## src/rtl/bloom_filter_ctrl.sv

```systemverilog
// Counting bloom filter controller: two hashed counters per packet held in an
// external single-port SRAM; inserts increment them, ACKs test and decrement them.
module bloom_filter_ctrl #(
    parameter int unsigned HASH_BITS     = 19,
    parameter int unsigned CNT_WIDTH     = 36,
    parameter int unsigned INIT_ON_RESET = 1
) (
    input  logic                 clk,
    input  logic                 reset,
    input  logic                 bloom_wr,
    output logic                 bloom_rdy,
    input  logic [HASH_BITS-1:0] index_0,
    input  logic [HASH_BITS-1:0] index_1,
    input  logic                 pkt_is_ack,
    output logic                 sram_req,
    output logic                 sram_rd_wr_L,
    output logic [HASH_BITS-1:0] sram_addr,
    output logic [CNT_WIDTH-1:0] sram_wr_data,
    input  logic                 sram_ack,
    input  logic [CNT_WIDTH-1:0] sram_rd_data,
    input  logic                 sram_rd_vld,
    output logic                 lookup_done,
    output logic                 lookup_hit,
    output logic [31:0]          num_inserts,
    output logic [31:0]          num_hits,
    output logic [31:0]          num_misses,
    output logic [31:0]          num_saturated
);

    localparam logic [CNT_WIDTH-1:0] CNT_MAX   = '1;
    localparam logic [HASH_BITS-1:0] ADDR_LAST = '1;

    typedef enum logic [3:0] {
        S_INIT,
        S_IDLE,
        S_RD0,
        S_WAIT0,
        S_RD1,
        S_WAIT1,
        S_DECIDE,
        S_WR0,
        S_WR1
    } state_t;

    localparam state_t RESET_STATE = (INIT_ON_RESET != 0) ? S_INIT : S_IDLE;

    state_t               state;
    logic [HASH_BITS-1:0] idx0;
    logic [HASH_BITS-1:0] idx1;
    logic                 is_ack;
    logic [CNT_WIDTH-1:0] cnt0;
    logic [CNT_WIDTH-1:0] cnt1;

    logic                 same_idx;
    logic                 sat0;
    logic                 sat1;
    logic                 hit;
    logic [1:0]           sat_cnt;
    logic [CNT_WIDTH-1:0] upd0;
    logic [CNT_WIDTH-1:0] upd1;

    // Updated counter values; saturated counters are sticky in both directions.
    always_comb begin
        same_idx = (idx0 == idx1);
        sat0     = (cnt0 == CNT_MAX);
        sat1     = (cnt1 == CNT_MAX);
        hit      = (cnt0 != '0) && (cnt1 != '0);
        sat_cnt  = 2'(sat0) + 2'(sat1 && !same_idx);
        upd0     = cnt0;
        upd1     = cnt1;
        if (!is_ack) begin
            if (!sat0) upd0 = cnt0 + CNT_WIDTH'(1);
            if (!sat1) upd1 = cnt1 + CNT_WIDTH'(1);
        end else begin
            if (!sat0) upd0 = cnt0 - CNT_WIDTH'(1);
            if (!sat1) upd1 = cnt1 - CNT_WIDTH'(1);
        end
    end

    always_ff @(posedge clk) begin
        if (reset) begin
            state         <= RESET_STATE;
            bloom_rdy     <= 1'b0;
            sram_req      <= 1'b0;
            sram_rd_wr_L  <= 1'b0;
            sram_addr     <= '0;
            sram_wr_data  <= '0;
            lookup_done   <= 1'b0;
            lookup_hit    <= 1'b0;
            num_inserts   <= '0;
            num_hits      <= '0;
            num_misses    <= '0;
            num_saturated <= '0;
            idx0          <= '0;
            idx1          <= '0;
            is_ack        <= 1'b0;
            cnt0          <= '0;
            cnt1          <= '0;
        end else begin
            lookup_done <= 1'b0;
            lookup_hit  <= 1'b0;
            case (state)
                // Zero every word in address order; sram_addr doubles as the sweep pointer.
                S_INIT: begin
                    if (!sram_req) begin
                        sram_req     <= 1'b1;
                        sram_rd_wr_L <= 1'b0;
                        sram_wr_data <= '0;
                    end else if (sram_ack) begin
                        if (sram_addr == ADDR_LAST) begin
                            sram_req  <= 1'b0;
                            bloom_rdy <= 1'b1;
                            state     <= S_IDLE;
                        end else begin
                            sram_addr <= sram_addr + HASH_BITS'(1);
                        end
                    end
                end
                S_IDLE: begin
                    bloom_rdy <= 1'b1;
                    if (bloom_rdy && bloom_wr) begin
                        idx0         <= index_0;
                        idx1         <= index_1;
                        is_ack       <= pkt_is_ack;
                        bloom_rdy    <= 1'b0;
                        sram_req     <= 1'b1;
                        sram_rd_wr_L <= 1'b1;
                        sram_addr    <= index_0;
                        state        <= S_RD0;
                    end
                end
                S_RD0: begin
                    if (sram_ack) begin
                        sram_req <= 1'b0;
                        state    <= S_WAIT0;
                    end
                end
                S_WAIT0: begin
                    if (sram_rd_vld) begin
                        cnt0 <= sram_rd_data;
                        if (same_idx) begin
                            cnt1  <= sram_rd_data;
                            state <= S_DECIDE;
                        end else begin
                            sram_req     <= 1'b1;
                            sram_rd_wr_L <= 1'b1;
                            sram_addr    <= idx1;
                            state        <= S_RD1;
                        end
                    end
                end
                S_RD1: begin
                    if (sram_ack) begin
                        sram_req <= 1'b0;
                        state    <= S_WAIT1;
                    end
                end
                S_WAIT1: begin
                    if (sram_rd_vld) begin
                        cnt1  <= sram_rd_data;
                        state <= S_DECIDE;
                    end
                end
                S_DECIDE: begin
                    if (is_ack && !hit) begin
                        num_misses  <= num_misses + 32'd1;
                        lookup_done <= 1'b1;
                        bloom_rdy   <= 1'b1;
                        state       <= S_IDLE;
                    end else begin
                        if (is_ack) begin
                            num_hits    <= num_hits + 32'd1;
                            lookup_done <= 1'b1;
                            lookup_hit  <= 1'b1;
                        end else begin
                            num_inserts   <= num_inserts + 32'd1;
                            num_saturated <= num_saturated + 32'(sat_cnt);
                        end
                        cnt1         <= upd1;
                        sram_req     <= 1'b1;
                        sram_rd_wr_L <= 1'b0;
                        sram_addr    <= idx0;
                        sram_wr_data <= upd0;
                        state        <= S_WR0;
                    end
                end
                // A shared index has a single counter, so the second write is skipped.
                S_WR0: begin
                    if (sram_ack) begin
                        if (same_idx) begin
                            sram_req  <= 1'b0;
                            bloom_rdy <= 1'b1;
                            state     <= S_IDLE;
                        end else begin
                            sram_addr    <= idx1;
                            sram_wr_data <= cnt1;
                            state        <= S_WR1;
                        end
                    end
                end
                S_WR1: begin
                    if (sram_ack) begin
                        sram_req  <= 1'b0;
                        bloom_rdy <= 1'b1;
                        state     <= S_IDLE;
                    end
                end
                default: begin
                    sram_req <= 1'b0;
                    state    <= RESET_STATE;
                end
            endcase
        end
    end

endmodule

```

## config.mk

```make
export PLATFORM = sky130hd
export DESIGN_NAME = bloom_filter_ctrl
export DESIGN_NICKNAME = d
export VERILOG_FILES = /design/src/rtl/bloom_filter_ctrl.sv
export SDC_FILE = /design/constraint.sdc
export NUM_CORES = 1
export LEC_CHECK = 0
export ABC_AREA = 1
export CAP_MARGIN = 20
export CORE_ASPECT_RATIO = 0.5
export CORE_UTILIZATION = 30
export CTS_BUF_LIST = sky130_fd_sc_hd__clkbuf_4 sky130_fd_sc_hd__clkbuf_8
export CTS_CLUSTER_SIZE = 14
export DETAILED_ROUTE_END_ITERATION = 8
export GPL_TIMING_DRIVEN = 0
export HOLD_SLACK_MARGIN = 0.06
export PLACE_DENSITY_LB_ADDON = 0.1
export SLEW_MARGIN = 0
export SYNTH_ARGS = -nofsm -noshare
export SYNTH_HDL_FRONTEND = slang
export SYNTH_SLANG_ARGS = --single-unit
export TNS_END_PERCENT = 100
```

## constraint.sdc

```tcl
create_clock -name clk -period 4.67 [get_ports clk]
set_clock_uncertainty 0.05 [all_clocks]
set_input_delay 1.401 -clock clk [delete_from_list [all_inputs] [get_ports clk]]
set_output_delay 1.401 -clock clk [all_outputs]
set_load 0.1 [all_outputs]
```

==> impl_metrics.yaml, run 1 <==
run_status:
  status: "completed"
synthesis:
  yosys_warnings: 0
  netlist_area_sq_um: 20400
  async_flop_share_pct: 0
  syn-num-nets: 3476
  ys_ff_latch: 303
  synth_ff_type: "dfxtp_1"
  synth_cell_type_count: 49
  seq_area_frac_synth_pct: 29.7
  synth-edff-count: 0
  synth_area_per_cell_sq_um: 6.09
  syn_inst: 3353
placement:
  gp_congestion: 0.996
  io_buffer_count: 267
  dp_hpwl_um: 72900
clock_network:
  clockBufferDepth: 3
  clock_latency_ns: 0.68
  clk_pin_slew_ns: 0.06
  cts.sinks: 303
  cts_tree: "done"
  htreeDepth: 2
  cts_made_buffers: 50
  cts_setup_buffers: 0
  cts_root_buf: "clkbuf_8"
  hold_buffers: 0
hold_path:
  hp-class: "reg -> reg"
  hold_path_depth: 2
  min-delay-start: "sram_rd_wr_L"
  worst_hold_path.endpoint: "sram_rd_wr_L"
die:
  start_util_pct: 30.4
  num_rows: 67
  die_w_um: 371
  fp.dieH_um: 186
  ios: 268
  core_area_sq_um: 67100
  die-area_sq_um: 69100
sta:
  relSlewSlack_pct: 27.3
  fmax_ghz: 0.229
  tightestPinTransition_ns: 1.09
  finalCriticalPeriod_ns: 4.38
  finalCritPeriodShare_pct: 93.7
  slew_viol_final: 0
  hold_slack_ns: 0.415
  final-setup-viol-count: 0
  finalHoldViolCount: 0
  rsz0062_at_grt: "no"
power_and_ir_drop:
  total_power_mw: 5.96
  leakagePower_nw: 10.3
  power_density_nw_per_um2: 235
  max-vdd-ir-drop_mv: 0.186
critical_path:
  r2r_cells: 16
  worstReg2RegStart: "cnt0[0]"
  critPathKind: "reg -> reg"
  crit_arrival_ns: 4.89
  r2r_slack_ns: 0.29
  crit_path_end_kind: "flop"
  crit_required_ns: 5.18
  critPathLaunchType: "flop"
  rr_endpoint: "num_saturated[24]"
  crit_path_max_fanout: 8
run:
  max_cap_violations: 0
drt:
  viasPerCell: 5.01
  dr.pass1.iters: 6
  drt-total-wl_um: 91000
  wl_per_cell_um: 19.7
  drc: 0
  final_antenna_net_count: 0
  first_iter_violations: 2082
  vias: 23108
finish:
  regArea_sq_um: 6070
  drive_gt1_share_pct: 4.64
  final_cell_mix: "987 x nand2_1, 416 x nor2_1, 342 x inv_1, 331 x a21oi_1, 302 x dfxtp_1"
  areaGrowthSynthToFinish_pct: 24.3
  multi_input_area_sq_um: 12500
  final_common_cell: "nand2_1"
  fill_cells: 7460
  layout.nets: 3797
grt:
  grt_start_max_net_pins: 31
  antenna_found_initial: 6
  grt_pass1_wl_um: 135000
  grt_pass1_vias: 21507
  grt_use_total_pct: 25.8
  overflow: 0
[synth_stat cells (5+ instances only)]
cell type	n	area share, %
nand2_1	987	18
nor2_1	416	7.7
inv_1	342	6.3
a21oi_1	331	8.1
dfxtp_1	303	30
nand3_1	199	4.9
o21ai_0	184	4.5
xor2_1	127	5.5
nor3_1	88	2.2
clkbuf_1	76	1.4
nand4_1	56	1.7
ha_1	41	2.5
xnor2_1	29	1.2
buf_2	27	0.66
nor4_1	20	0.61
nor2_2	13	0.40
o21a_1	10	0.37
o22ai_1	8	0.25
buf_1	7	0.13
a221oi_1	6	0.26
a31oi_1	6	0.18
buf_4	6	0.22
buf_6	6	0.33
a21boi_0	5	0.18
inv_2	5	0.092
nor2_4	5	0.28
[area by class of cell]
| type | count | area share, % |
|---|---|---|
| inverter | 348 | 5.15 |
| tap | 897 | 4.43 |
| sequential | 303 | 23.9 |
| buffer | 122 | 2.21 |
| multi-input combinational | 2580 | 49.2 |
| antenna | 2 | 0.0197 |
| clock buffer | 77 | 3.83 |
| clock inverter | 11 | 0.577 |
| timing repair buffer | 269 | 10.7 |
[worst max path at each step]
stage / start / to
global placement: is_ack / cnt1[24]
floorplan: is_ack / cnt1[24]
finish: cnt0[0] / num_saturated[24]
global route: cnt0[0] / num_saturated[24]
CTS: cnt0[0] / num_saturated[24]
detailed placement: cnt0[0] / num_saturated[24]
[critical path, stage by stage, from the launching register on]
cell and delay [ns]:
dfxtp_1 0.52, ha_2 0.42, inv_1 0.14, nor2_1 0.12, nand2_1 0.10, nor3_1 0.29
nand4_1 0.45, inv_1 0.38, fa_1 0.35, ha_1 0.30, inv_1 0.10, nor2_1 0.15
nand2_1 0.09, nor4_1 0.46, xor2_1 0.18, nand2_1 0.06, a21oi_1 0.13
[report_power, final]
| group | internal (mW) | leakage (nW) | switching (mW) |
|---|---|---|---|
| clock | 1.50 | 0.596 | 1.28 |
| sequential | 2.61 | 2.45 | 0.0305 |
| combinational | 0.156 | 7.23 | 0.385 |
[registers in the layout, indices dropped and copies added, names as in the netlist, 19 cells and up]
name and count:
num_hits 32, sram_addr 19, num_inserts 32, num_saturated 32, sram_wr_data 36, cnt1 36, idx1 19, idx0 19
cnt0 36, num_misses 32
[repair_timing]
item / 4_1_cts / 5_1_grt
endpoints found under the hold margin: 0 / 0
resized for setup: 0 / 1
setup endpoints to repair: 0 / 1
[per-stage QoR]
step	worst slack, ns	setup TNS [ns]	instance area (sq um)	util (%)	std cells
global route	0.131	0	25400	37.8	4609
global placement	-0.115	-0.356	24200	36.1	4517
detailed placement	0.425	0	24200	36.1	4518
finish	0.294	0	25400	37.8	4609
CTS	0.384	0	25300	37.8	4606
floorplan	1.54	0	20400	-	3353
[logic make-up after synthesis]
| kind of cell | after synthesis | share of synthesized area [%] |
|---|---|---|
| AOI/OAI and AO/OA | 568 | 14.6 |
| adders and majority gates | 43 | 2.71 |
| and+or+nand+nor | 1813 | 37.2 |
| buffers and inverters | 470 | 9.14 |
| xor gates and xnor gates | 156 | 6.70 |
| DFF | 303 | 29.7 |
[routing by layer]
layer,track usage (%),part of all wire [%],up-vias
met4,6.27,2.2,0
li1,-,-,11493
met3,3.43,5.6,128
met5,0,0,-
met2,41.8,46,714
met1,36.0,47,10773
(Power assumes the default switching activity.)
==> inputs of run 2 (changes only) <==
==> constraint.sdc (replaced) <==
create_clock -name clk -period 4.67 [get_ports clk]
set_clock_uncertainty 0.05 [all_clocks]
set_input_delay 1.401 -clock clk [delete_from_list [all_inputs] [get_ports clk]]
set_output_delay 1.401 -clock clk [all_outputs]
set_load 0.05 [all_outputs]
==> results of run 2 <==
The final DEF is identical to that of run 1. Status: completed.
Among the figures that moved: total power 5.96 mW -> 5.86 mW
==> inputs of run 3 (changes only) <==
--- a/config.mk
+++ b/config.mk
@@ -10,11 +10,14 @@
 export CORE_ASPECT_RATIO = 0.5
 export CORE_UTILIZATION = 30
 export CTS_BUF_LIST = sky130_fd_sc_hd__clkbuf_4 sky130_fd_sc_hd__clkbuf_8
+export CTS_CLUSTER_DIAMETER = 120
 export CTS_CLUSTER_SIZE = 14
 export DETAILED_ROUTE_END_ITERATION = 8
 export GPL_TIMING_DRIVEN = 0
 export HOLD_SLACK_MARGIN = 0.06
 export PLACE_DENSITY_LB_ADDON = 0.1
+export RECOVER_POWER = 50
+export REMOVE_ABC_BUFFERS = 1
 export SLEW_MARGIN = 0
 export SYNTH_ARGS = -nofsm -noshare
 export SYNTH_HDL_FRONTEND = slang
==> impl_metrics.yaml, run 3 (same netlist as run 1, synthesis figures left out) <==
finish:
  fill_cells: 7493
  reg_top3: "cnt0: 36 flops, cnt1: 36 flops, sram_wr_data: 36 flops"
  fin_util_pct: 36.0
  drive_gt1_share_pct: 2.18
  final_cell_mix: "985 x nand2_1, 417 x nor2_1, 342 x inv_1, 331 x a21oi_1, 302 x dfxtp_1"
  areaGrowthSynthToFinish_pct: 18.4
  layout.nets: 3657
  final_common_cell: "nand2_1"
power_and_ir_drop:
  total_power_mw: 4.54
  seqPwrFrac_pct: 57.9
  clkPwrFrac_pct: 33.3
  max-vdd-ir-drop_mv: 0.176
  leakagePower_nw: 10.0
  pwr-share-comb_pct: 8.8
  switching_share_pct: 28.6
  power_density_nw_per_um2: 188
  p_int_mw: 3.24
  p_switching_mw: 1.30
critical_path:
  critPathLaunchType: "flop"
  path_cells: "inv_1 -> ha_1 -> nand2_4 -> nor2_4 -> nand2_1 -> nor2_1 -> nand2_1 -> nand2_2 -> nand2_1 -> nand3_4 -> inv_2 -> o21ai_0 -> nor2_1 -> nor2_1"
  crit_path_end_kind: "flop"
  r2r_cells: 14
  cpMaxStageDelayCell: "inv_2"
  crit_path_max_fanout: 41
  cpLargestDelayFamily: "simple AND/OR/NAND/NOR gates"
  rr_endpoint: "sram_wr_data[7]"
  worstSetupEndpoint: "sram_wr_data[7]"
  path_buf_inv: 2
  r2r_slack_ns: 0.34
  worstReg2RegStart: "cnt0[0]"
  path_depth: 14
  critical_path.startpoint: "cnt0[0]"
  critPathKind: "reg -> reg"
  crit_arrival_ns: 4.85
  crit_required_ns: 5.18
  cpPeakStageDelay_ns: 0.73
placement:
  dp_slack_ns: 0.317
  io_buffer_count: 267
  dp_hpwl_um: 58900
  gp_congestion: 0.927
die:
  die_w_um: 371
  fp.dieH_um: 186
  die-area_sq_um: 69100
  start_util_pct: 30.4
  ios: 268
  core_area_sq_um: 67100
  num_rows: 67
drt:
  drc: 0
  final_antenna_net_count: 0
  vias: 22042
  wl_per_cell_um: 17.7
  viasPerCell: 4.97
  drt-total-wl_um: 78500
  dr.pass1.iters: 6
  first_iter_violations: 1586
clock_network:
  clockBufferDepth: 3
  cts_root_buf: "clkbuf_8"
  clock_latency_ns: 0.68
  cts_setup_buffers: 0
  cts_resized: 0
  cts.sinks: 303
  clk_pin_slew_ns: 0.12
  hold_buffers: 0
  cts_tree: "done"
  htreeDepth: 1
  cts_made_buffers: 25
sta:
  slew_viol_final: 37
  fmax_ghz: 0.231
  tightestPinTransition_ns: 1.56
  rsz0062_at_grt: "no"
  fin_ws_ns: 0.335
  finalCriticalPeriod_ns: 4.33
  finalHoldViolCount: 0
  finalSetupTns_ns: 0
  final-setup-viol-count: 0
  relSlewSlack_pct: -3.83
  finalCritPeriodShare_pct: 92.8
grt:
  grt_start_max_net_pins: 123
  grt_use_total_pct: 22.2
  grt_pass1_vias: 20780
  grt_pass1_wl_um: 122000
  antenna_found_initial: 2
  overflow: 0
run_status:
  violations: "max-capacitance violations, max-slew violations"
  status: "complete, but fails checks"
hold_path:
  hp-class: "reg -> reg"
  min-delay-start: "sram_rd_wr_L"
run:
  max_cap_violations: 1
run 3: how the worst min path moves through the flow:
stage	slack (ns)	cells past startpoint	end
after global routing	0.46	2	idx0[18]
final	0.42	2	sram_rd_wr_L
after floorplan	0.41	2	idx1[18]
after detailed placement	0.41	2	sram_rd_wr_L
after global placement	0.40	2	sram_rd_wr_L
after CTS	0.43	2	sram_rd_wr_L
run 3: metrics by stage:
stage	hold WS (ns)	cells	instance area [sq um]
4_1_cts	0.432	4432	24200
5_1_grt	0.464	4433	24200
3_5_place_dp	0.412	4404	23900
2_1_floorplan	0.409	3231	19800
3_3_place_gp	0.402	4395	23600
6_report	0.425	4433	24200
run 3: final cells by class:
cell class,count,area (sq um),share of cell area [%]
Antenna cell,1,2.50,0.0104
Clock buffer,26,352,1.45
Clock inverter,2,15.0,0.0621
Inverter,348,1320,5.45
Multi-Input combinational cell,2580,12500,51.6
Sequential cell,303,6070,25.1
Tap cell,897,1120,4.64
Timing Repair Buffer,276,2810,11.6
run 3: worst register-to-register path: stages, from the launching register on:
cell and delay, ns:
dfxtp_1 0.52, inv_1 0.21, ha_1 0.36, nand2_4 0.14
nor2_4 0.06, nand2_1 0.06, nor2_1 0.04, nand2_1 0.21
nand2_2 0.12, nand2_1 0.56, nand3_4 0.53, inv_2 0.75
o21ai_0 0.39, nor2_1 0.18, nor2_1 0.05
run 3: power by group through the flow:
| stage | Combinational, mW | Sequential (mW) | Clock, mW |
|---|---|---|---|
| CTS | 0.411 | 2.63 | 1.59 |
| finish | 0.399 | 2.63 | 1.51 |
| detailed placement | 0.409 | 2.69 | 0 |
| global placement | 0.408 | 2.69 | 0 |
| floorplan | 0.110 | 2.77 | 0 |
| global route | 0.425 | 2.64 | 1.67 |
run 3: routing by layer:
metal  vias up  global-route usage [%]  wire length (um)
li1      11175                       -                 -
met1     10303                    29.9             36400
met2       476                    37.9             37000
met3        88                    2.40              3210
met4         0                    5.00              1870
met5         -                       0                 0
